`config.mk`:
```
export PLATFORM = sky130hd
export DESIGN_NAME = parking_request_gen
export DESIGN_NICKNAME = d
export VERILOG_FILES = /design/src/rtl/parking_pkg.sv /design/src/rtl/parking_request_gen_button_debouncer.sv /design/src/rtl/parking_request_gen.sv
export SDC_FILE = /design/constraint.sdc
export NUM_CORES = 1
export LEC_CHECK = 0
export BUFFER_PORTS_ARGS = -buffer_cell sky130_fd_sc_hd__buf_2
export CELL_PAD_IN_SITES_DETAIL_PLACEMENT = 0
export CELL_PAD_IN_SITES_GLOBAL_PLACEMENT = 1
export CORE_UTILIZATION = 49
export DETAILED_ROUTE_END_ITERATION = 12
export PLACE_DENSITY_LB_ADDON = 0.1
export SETUP_SLACK_MARGIN = 0.02
export SLEW_MARGIN = 10
export SYNTH_ARGS = -nofsm -noshare
export SYNTH_HDL_FRONTEND = slang
export SYNTH_SLANG_ARGS = --single-unit
```
`constraint.sdc`:
```
create_clock -name clk -period 5.1 [get_ports clk]
set_clock_uncertainty 0.05 [all_clocks]
set_input_delay 0.765 -clock clk [delete_from_list [all_inputs] [get_ports clk]]
set_output_delay 0.765 -clock clk [all_outputs]
set_load 0.02 [all_outputs]
```
`src/rtl/parking_pkg.sv`:
```
`default_nettype none
// ============================================================================
// Module      : parking_pkg
// Description : Shared types and constants for the parking request generator.
// Revision    : 1.0 - initial release
// ============================================================================
package parking_pkg;

    typedef enum logic [1:0] {
        IDLE    = 2'd0,
        ISSUE   = 2'd1,
        HOLDOFF = 2'd2
    } state_t;

    localparam logic REQ_ENTER = 1'b0;
    localparam logic REQ_EXIT  = 1'b1;

    localparam int SLOT_W = 2;
    localparam int DROP_W = 4;

    // Saturating add of up to two lost presses in one cycle.
    function automatic logic [DROP_W-1:0] sat_add(
        input logic [DROP_W-1:0] base,
        input logic [1:0]        inc
    );
        logic [DROP_W:0] sum;
        sum = {1'b0, base} + {{(DROP_W-1){1'b0}}, inc};
        if (sum[DROP_W]) begin
            return '1;
        end
        return sum[DROP_W-1:0];
    endfunction

endpackage
`default_nettype wire

```
`src/rtl/parking_request_gen_button_debouncer.sv`:
```
`default_nettype none
// ============================================================================
// Module      : button_debouncer
// Description : Two-flop synchroniser, debounce counter and registered
//               rising-edge pulse for one raw push-button.
// Revision    : 1.0 - initial release
// ============================================================================
module button_debouncer #(
    parameter int DEBOUNCE_CYCLES = 4
) (
    input  logic clk,
    input  logic reset,
    input  logic btn,
    output logic rise
);

    localparam logic [7:0] CNT_LAST = 8'(DEBOUNCE_CYCLES - 1);

    logic       r_sync1;
    logic       r_sync2;
    logic       r_level;
    logic       r_level_prev;
    logic [7:0] r_cnt;

    always_ff @(posedge clk) begin
        if (reset) begin
            r_sync1      <= 1'b0;
            r_sync2      <= 1'b0;
            r_level      <= 1'b0;
            r_level_prev <= 1'b0;
            r_cnt        <= '0;
            rise         <= 1'b0;
        end else begin
            r_sync1      <= btn;
            r_sync2      <= r_sync1;
            r_level_prev <= r_level;
            rise         <= r_level & ~r_level_prev;

            // Level must disagree for DEBOUNCE_CYCLES consecutive samples.
            if (r_sync2 == r_level) begin
                r_cnt <= '0;
            end else if (r_cnt == CNT_LAST) begin
                r_level <= r_sync2;
                r_cnt   <= '0;
            end else begin
                r_cnt <= r_cnt + 8'd1;
            end
        end
    end

endmodule
`default_nettype wire

```
`src/rtl/parking_request_gen.sv`:
```
`default_nettype none
// ============================================================================
// Module      : parking_request_gen
// Description : Debounces enter/exit buttons and issues spaced, mutually
//               exclusive single-cycle requests to the parking controller.
// Revision    : 1.0 - initial release
// ============================================================================
module parking_request_gen
    import parking_pkg::*;
#(
    parameter int DEBOUNCE_CYCLES = 4,
    parameter int HOLDOFF_CYCLES  = 2
) (
    input  logic              clk,
    input  logic              reset,
    input  logic              enter_btn,
    input  logic              exit_btn,
    input  logic [SLOT_W-1:0] exit_sel,
    input  logic              door_busy,
    output logic              enter,
    output logic              exit,
    output logic [SLOT_W-1:0] exitLocation,
    output logic              pending_enter,
    output logic              pending_exit,
    output logic [DROP_W-1:0] drop_count
);

    localparam logic [7:0] HOLD_LOAD = 8'(HOLDOFF_CYCLES);

    logic              w_enter_rise;
    logic              w_exit_rise;
    logic [SLOT_W-1:0] r_sel_s1;
    logic [SLOT_W-1:0] r_sel_s2;
    logic [SLOT_W-1:0] r_loc;
    state_t            r_state;
    logic [7:0]        r_hold_cnt;
    logic              r_last_served;

    logic w_can_issue;
    logic w_pick_exit;
    logic w_issue_enter;
    logic w_issue_exit;
    logic w_drop_enter;
    logic w_drop_exit;

    button_debouncer #(
        .DEBOUNCE_CYCLES(DEBOUNCE_CYCLES)
    ) u_enter_db (
        .clk   (clk),
        .reset (reset),
        .btn   (enter_btn),
        .rise  (w_enter_rise)
    );

    button_debouncer #(
        .DEBOUNCE_CYCLES(DEBOUNCE_CYCLES)
    ) u_exit_db (
        .clk   (clk),
        .reset (reset),
        .btn   (exit_btn),
        .rise  (w_exit_rise)
    );

    always_ff @(posedge clk) begin
        if (reset) begin
            r_sel_s1 <= '0;
            r_sel_s2 <= '0;
        end else begin
            r_sel_s1 <= exit_sel;
            r_sel_s2 <= r_sel_s1;
        end
    end

    // With both pending, serve whichever type was not served last.
    always_comb begin
        w_can_issue   = (r_state == IDLE) && !door_busy && (pending_enter || pending_exit);
        w_pick_exit   = pending_exit && (!pending_enter || (r_last_served == REQ_ENTER));
        w_issue_enter = w_can_issue && !w_pick_exit;
        w_issue_exit  = w_can_issue && w_pick_exit;
        // A fresh edge landing on the issue of its own type re-arms rather than drops.
        w_drop_enter  = w_enter_rise && pending_enter && !w_issue_enter;
        w_drop_exit   = w_exit_rise && pending_exit && !w_issue_exit;
    end

    always_ff @(posedge clk) begin
        if (reset) begin
            r_state       <= IDLE;
            r_hold_cnt    <= '0;
            r_last_served <= REQ_EXIT;
            r_loc         <= '0;
            enter         <= 1'b0;
            exit          <= 1'b0;
            exitLocation  <= '0;
            pending_enter <= 1'b0;
            pending_exit  <= 1'b0;
            drop_count    <= '0;
        end else begin
            enter      <= 1'b0;
            exit       <= 1'b0;
            drop_count <= sat_add(drop_count, {1'b0, w_drop_enter} + {1'b0, w_drop_exit});

            if (w_enter_rise) begin
                pending_enter <= 1'b1;
            end else if (w_issue_enter) begin
                pending_enter <= 1'b0;
            end

            if (w_exit_rise) begin
                pending_exit <= 1'b1;
            end else if (w_issue_exit) begin
                pending_exit <= 1'b0;
            end

            if (w_exit_rise && !w_drop_exit) begin
                r_loc <= r_sel_s2;
            end

            case (r_state)
                IDLE: begin
                    if (w_can_issue) begin
                        enter         <= w_issue_enter;
                        exit          <= w_issue_exit;
                        r_last_served <= w_pick_exit ? REQ_EXIT : REQ_ENTER;
                        r_hold_cnt    <= HOLD_LOAD;
                        r_state       <= ISSUE;
                        if (w_issue_exit) begin
                            exitLocation <= r_loc;
                        end
                    end
                end
                ISSUE: begin
                    if (HOLD_LOAD == 8'd0) begin
                        r_state <= IDLE;
                    end else begin
                        r_hold_cnt <= r_hold_cnt - 8'd1;
                        r_state    <= HOLDOFF;
                    end
                end
                HOLDOFF: begin
                    if (r_hold_cnt == 8'd0) begin
                        r_state <= IDLE;
                    end else begin
                        r_hold_cnt <= r_hold_cnt - 8'd1;
                    end
                end
                default: r_state <= IDLE;
            endcase
        end
    end

endmodule
`default_nettype wire

```
==> results of run 1 <==
-- metal layers --
metal / track usage / vias to the layer above
met5: 0 / -
met4: 0.0622 / 0
met3: 0.0534 / 5
met2: 0.292 / 18
met1: 0.223 / 790
li1: - / 853
-- path summary, 6_finish.rpt --
kind                     end  slack, ps  cells past startpoint
max            drop_count[3]       2680                     10
min          u_enter_db.rise        350                      1
max reg2reg    drop_count[3]       2680                     10
min reg2reg  u_enter_db.rise        350                      1
-- cell type report --
cell class / instances / area [sq um]
tap: 52 / 65.1
fill: 410 / 1930
multi-input combinational: 165 / 1110
sequential: 53 / 1060
clock inverter: 1 / 7.51
timing repair buffer: 16 / 80.1
clock buffer: 7 / 76.3
inverter: 13 / 48.8
-- through the flow --
stage | util | hold WS, ps | setup slack, ps
2_1_floorplan | - | 317 | 2930
3_3_place_gp | 0.540 | 322 | 2700
3_5_place_dp | 0.540 | 343 | 2650
4_1_cts | 0.559 | 348 | 2670
5_1_grt | 0.559 | 358 | 2380
6_report | 0.559 | 346 | 2680
-- worst max-delay path: stages, from the launching register on --
cell	delay (ps)
dfxtp_1	390
inv_1	90
ha_1	260
nor2b_1	190
a21oi_1	320
nand2_1	120
fa_1	370
inv_1	80
ha_1	200
nor2b_1	60
a211oi_1	210
-- power by group --
| group | internal [mW] | switching [mW] |
|---|---|---|
| clock | 0.0974 | 0.129 |
| combinational | 0.0730 | 0.0924 |
| sequential | 0.427 | 0.0161 |
-- kinds of logic (layout without fill, tap and decap cells) --
logic type	after synthesis	after routing	synth area share
AND/OR/NAND/NOR	103	103	0.247
flip-flops	53	53	0.469
AO/OA/AOI/OAI	32	32	0.104
buffers and inverters	19	37	0.0398
XOR/XNOR	14	14	0.0541
adder cells (fa/ha/maj)	11	11	0.0641
multiplexers	5	5	0.0221
-- cell usage in the layout, fill, tap and decap left out, types with 3 or more instances in the layout --
cell      count
nor3b_1       3
xnor2_1       4
mux2i_1       5
nor2_1       31
nand3_1      17
xor2_1       10
clkbuf_8      5
o21ai_0       5
nand2_1      13
a21oi_1       8
ha_1         10
a32o_1        4
nor2b_1      14
inv_1        13
nor3_1        5
buf_2        16
and3_1        8
dfxtp_1      53
-- state kept, by name (all words and copies together) (netlist names), 2 cells and up --
signal            cells
u_enter_db.r_cnt      8
exitLocation          2
r_hold_cnt            8
r_state               2
r_sel_s1              2
drop_count            4
u_exit_db.r_cnt       8
r_loc                 2
r_sel_s2              2
==> results by group, run 1 <==
STA
  • Peak clock frequency supported by timing: 413 MHz
  • Final TNS setup: 0 ps
  • Final Hold Violating Endpoints: 0
  • Share of the cycle needed by the critical path after routing: 0.475
  • RSZ-0062 raised after global routing: false
  • Slew of the pin with the lowest slew margin: between 600 and 700 ps
  • Worst slew slack as a fraction of its limit: 0.570
  • Total setup violations reported at the end of the flow: 0
  • Shortest clock period the worst path allows after layout: 2420 ps
  • Final Max Slew Viols: 0

Run
  • Reported max-cap violation count: 0

Clock tree
  • Postcts setup bufs: 0
  • Cts repair resizes: 0
  • Total clock buffers created by CTS: 5
  • Number of buffers inserted by hold repair at cts: 0
  • TritonCTS clock tree: done
  • Clock sink count: 53
  • Clock transition at the register clock pins on the worst setup and hold paths after CTS: about 90 ps
  • Total number of H-tree levels: 2
  • Root Driver: clkbuf_8
  • Clock insertion delay at the later pin of the skew report: approximately 300 ps
  • Clock tree buffer depth: 2

Yosys
  • Biggest area consumer among synthesized cells: dfxtp_1
  • Unique masters post-synth: 42
  • Post-synthesis sequential element count: 53
  • Register area share after synthesis: 0.469
  • Avg Cell Area, Syn: approximately 9.6 sq um
  • Leading register cell type out of synthesis: dfxtp_1
  • Syn nets: roughly 260
  • Most frequent cell after synthesis: dfxtp_1
  • Most instantiated cells after synthesis: dfxtp_1 (53), nor2_1 (31), nand3_1 (17)
  • Synth top area share: 0.469
  • Number of enable flip-flop cells after synthesis: 0
  • Async SR Flop Fraction: 0
  • Top cells by area in the synthesized netlist: dfxtp_1 (47%), ha_1 (5.5%), nor2_1 (5.1%)
  • Mapped Area: about 2300 sq um
  • Post-synthesis instance total: ~240
  • Warnings, synthesis: 0

Die
  • Die width: around 70 um
  • Floorplan Core Area: 4380 sq um
  • Boundary pin count: 17
  • Core Rows: 24
  • Y dimension of the die: ~70 um
  • Starting density of the core: 0.517
  • Die ar.: 4900 sq um

Global route
  • Maximum number of pins on one net before global-route repair: 37
  • Initial antenna violation count: 0
  • First-pass GRT wire length: a little under 7 mm
  • Global-route total usage across every layer: 0.178
  • Vias in the first global route: 1571
  • Final global-route overflow total: 0

Final layout
  • Share of final-layout standard cells stronger than drive strength 1: 0.106
  • Area of all placed cells without fillers: roughly 2500 sq um
  • Final standard cell count with taps included and fillers excluded: between 300 and 400
  • Total inserted antenna cells: 0
  • Number of nets in the finished design: 272
  • Area growth from synthesis to layout: 8.29%

Routing
  • Highest layer used for signal routing: met4
  • Via count of the routed design: approximately 1700
  • Vias per cell: roughly 5.4
  • Drt pass-1 iters: 4
  • Detailed-route DRC error count: 0
  • Met3 routed wirelength: around 120 um
  • Final routed wirelength across all metal layers: about 3.8 mm
  • Met2 wire length: 1.81 mm
  • Post-route ant nets: 0
  • Initial detailed-routing violation count: 58
  • Met1 WL: ~1.9 mm
  • Routed wirelength normalized by instance count: ~13 um

Placed design
  • Last weighted congestion value of the routability-driven placer: approximately 0.74
  • Post-detailed-placement cell area: ~2400 sq um
  • I/O Buffers: 16
  • Total instance count after detailed placement: roughly 300
  • DP Wirelength: 2.70 mm

Worst setup path
  • Startpoint of the worst-slack reg-to-reg timing path: r_state[0]
  • Critical path class: reg -> reg
  • Critical path required time: 5270 ps
  • Worst Path Arrival: 2590 ps
  • Critical path launch point: r_state[0]
  • Sort of element at the start of the critical path: flip-flop
  • Crit end category: flip-flop
  • Largest fanout on the critical path: 6

Worst hold path
  • Hold Startpoint: u_enter_db.r_level_prev
  • Path category of the worst min-delay check: reg -> reg

Power
  • Leak Pwr: 0.991 nW
  • Total power per unit cell area: 341 nW/um^2
  • Max IR drop VDD: ~0.16 mV
  • Total Power Consumption: around 0.84 mW

Status
  • Result of the run: completed
(Power assumes the default switching activity.)
==> inputs of run 2 (changes only) <==
Settings changed: CORE_UTILIZATION 49 to 46.
Clock period 5.1 ns to 2.47 ns, I/O delays scaled along.
==> results by group, run 2 (same netlist as run 1, synthesis figures left out) <==
Routing
  • Detailed-route DRC error count: 0
  • Post-route ant nets: 0
  • Routed wirelength normalized by instance count: 11.8 um
  • Via count of the routed design: between 1500 and 2000
  • Met2 wire length: about 1.7 mm
  • Vias per cell: a little over 5
  • Highest layer used for signal routing: met4
  • Met3 routed wirelength: approximately 95 um
  • Final routed wirelength across all metal layers: approximately 3.8 mm
  • Met1 WL: about 1.9 mm
  • Initial detailed-routing violation count: 45
  • Drt pass-1 iters: 4

Power
  • Leak Pwr: ~1.0 nW
  • Total power per unit cell area: between 700 and 800 nW/um^2
  • Max IR drop VDD: 0.325 mV

Die
  • Y dimension of the die: slightly above 70 um
  • Core Rows: 25
  • Floorplan Core Area: around 4700 sq um
  • Boundary pin count: 17
  • Die ar.: ~5200 sq um
  • Die width: between 70 and 80 um
  • Starting density of the core: 0.479

Clock tree
  • Root Driver: clkbuf_8
  • Total number of H-tree levels: 2
  • Clock insertion delay at the later pin of the skew report: 300 ps
  • Total clock buffers created by CTS: 5
  • Number of buffers inserted by hold repair at cts: 0
  • Clock sink count: 53
  • TritonCTS clock tree: done
  • Clock tree buffer depth: 2
  • Clock transition at the register clock pins on the worst setup and hold paths after CTS: roughly 90 ps

Final layout
  • Count of filler cells inserted in the layout: roughly 450
  • Largest registers in the final layout: r_hold_cnt x8, u_enter_db.r_cnt x8, u_exit_db.r_cnt x8
  • Area of all sequential standard cells: between 1000 and 1500 sq um
  • Area growth from synthesis to layout: 10.8%
  • Number of nets in the finished design: roughly 270
  • Most used cells in the layout excluding fill and tap cells: dfxtp_1 (51), nor2_1 (31), nand3_1 (17), buf_2 (16), nor2b_1 (14)
  • Area of the multi-input gates: approximately 1100 sq um
  • Share of final-layout standard cells stronger than drive strength 1: 0.125
  • Total inserted antenna cells: 0
  • Commonest non-fill, non-tap cell in the layout: dfxtp_1

Placed design
  • Worst slack at placement: ~140 ps
  • Last weighted congestion value of the routability-driven placer: 0.801
  • DP Wirelength: between 2 and 3 mm
  • I/O Buffers: 16

STA
  • Shortest clock period the worst path allows after layout: 2260 ps
  • Total setup violations reported at the end of the flow: 0
  • Share of the cycle needed by the critical path after routing: 0.913
  • Worst slew slack as a fraction of its limit: 0.716
  • Slew of the pin with the lowest slew margin: ~420 ps
  • Final TNS setup: 0 ps
  • Slack of the critical path: ~210 ps
  • Final Max Slew Viols: 0
  • RSZ-0062 raised after global routing: false
  • Final Hold Violating Endpoints: 0
  • Peak clock frequency supported by timing: roughly 440 MHz

Worst setup path
  • Crit end category: flip-flop
  • Cell breakdown of the critical path: inv_1 -> ha_1 -> nor2b_1 -> o21ai_1 -> nand3_1 -> fa_1 -> inv_1 -> ha_1 -> nor2b_1 -> a211oi_1
  • CP peak stage delay: ~400 ps
  • Sort of element at the start of the critical path: flip-flop
  • Worst Path Arrival: approximately 2400 ps
  • Slowest stage cell, crit path: fa_1
  • Cell class contributing the biggest share of worst-path delay: adder cells
  • Buffering stage count on the worst path with inverters included: 2
  • R2r setup slk: 210 ps
  • Critical path class: reg -> reg
  • Largest fanout on the critical path: 5
  • Critical path required time: around 2600 ps

Global route
  • Vias in the first global route: about 1500
  • First-pass GRT wire length: around 6.7 mm
  • Global-route total usage across every layer: 0.163
  • Maximum number of pins on one net before global-route repair: 20
  • Final global-route overflow total: 0
  • Initial antenna violation count: 0

Run
  • Reported max-cap violation count: 0

Worst hold path
  • Path category of the worst min-delay check: in -> reg

Status
  • Result of the run: completed
==> run 2: cell types whose count changed in the layout (fill, tap and decap cells not counted) <==
cell        before  now
buf_4            0    2
clkinv_2         0    1
o21ai_1          0    1
dfxtp_1         53   51
clkbuf_1         2    0
dfxtp_2          0    2
o21ai_0          5    4
bufinv_16        0    1
clkinvlp_4       1    0
==> run 2: layout make-up <==
type | instances | area share
timing repair buffer | 18 | 0.0379
sequential | 53 | 0.424
clock buffer | 5 | 0.0274
multi-input combinational | 165 | 0.444
inverter | 13 | 0.0195
tap | 67 | 0.0334
clock inverter | 2 | 0.0140
==> run 2: where the power goes <==
group          internal (mW)  switching (mW)
combinational          0.151           0.192
sequential             0.885          0.0319
clock                  0.295           0.273
==> run 2: path summary, 6_finish.rpt <==
path | start | to | depth (start not counted)
setup / recovery | r_state[0] | drop_count[3] | 10
hold / removal | enter_btn | u_enter_db.r_sync1 | 2
setup reg to reg | r_state[0] | drop_count[3] | 10
hold reg to reg | u_enter_db.r_level_prev | u_enter_db.rise | 1
==> run 2: layer usage <==
layer  track usage  vias up
li1              -      850
met1         0.200      776
met2         0.269       16
met3        0.0417        6
met4        0.0719        0
met5             0        -
==> run 2: stage by stage <==
stage                     power (mW)  area [sq um]  utilization  std cells  hold WS [ps]
final                           1.83          2510        0.531        323           223
after global routing            1.93          2510        0.531        323           214
after CTS                       1.85          2510        0.531        323           218
after detailed placement        1.28          2400        0.509        316           326
after global placement          1.27          2400        0.509        316           327
after floorplan                 1.21          2260            -        237           317
==> run 2: timing repair <==
item | in CTS | in global routing
buffers inserted | 0 | 0
resized for setup | 0 | 3
endpoints found under the setup margin | 0 | 4
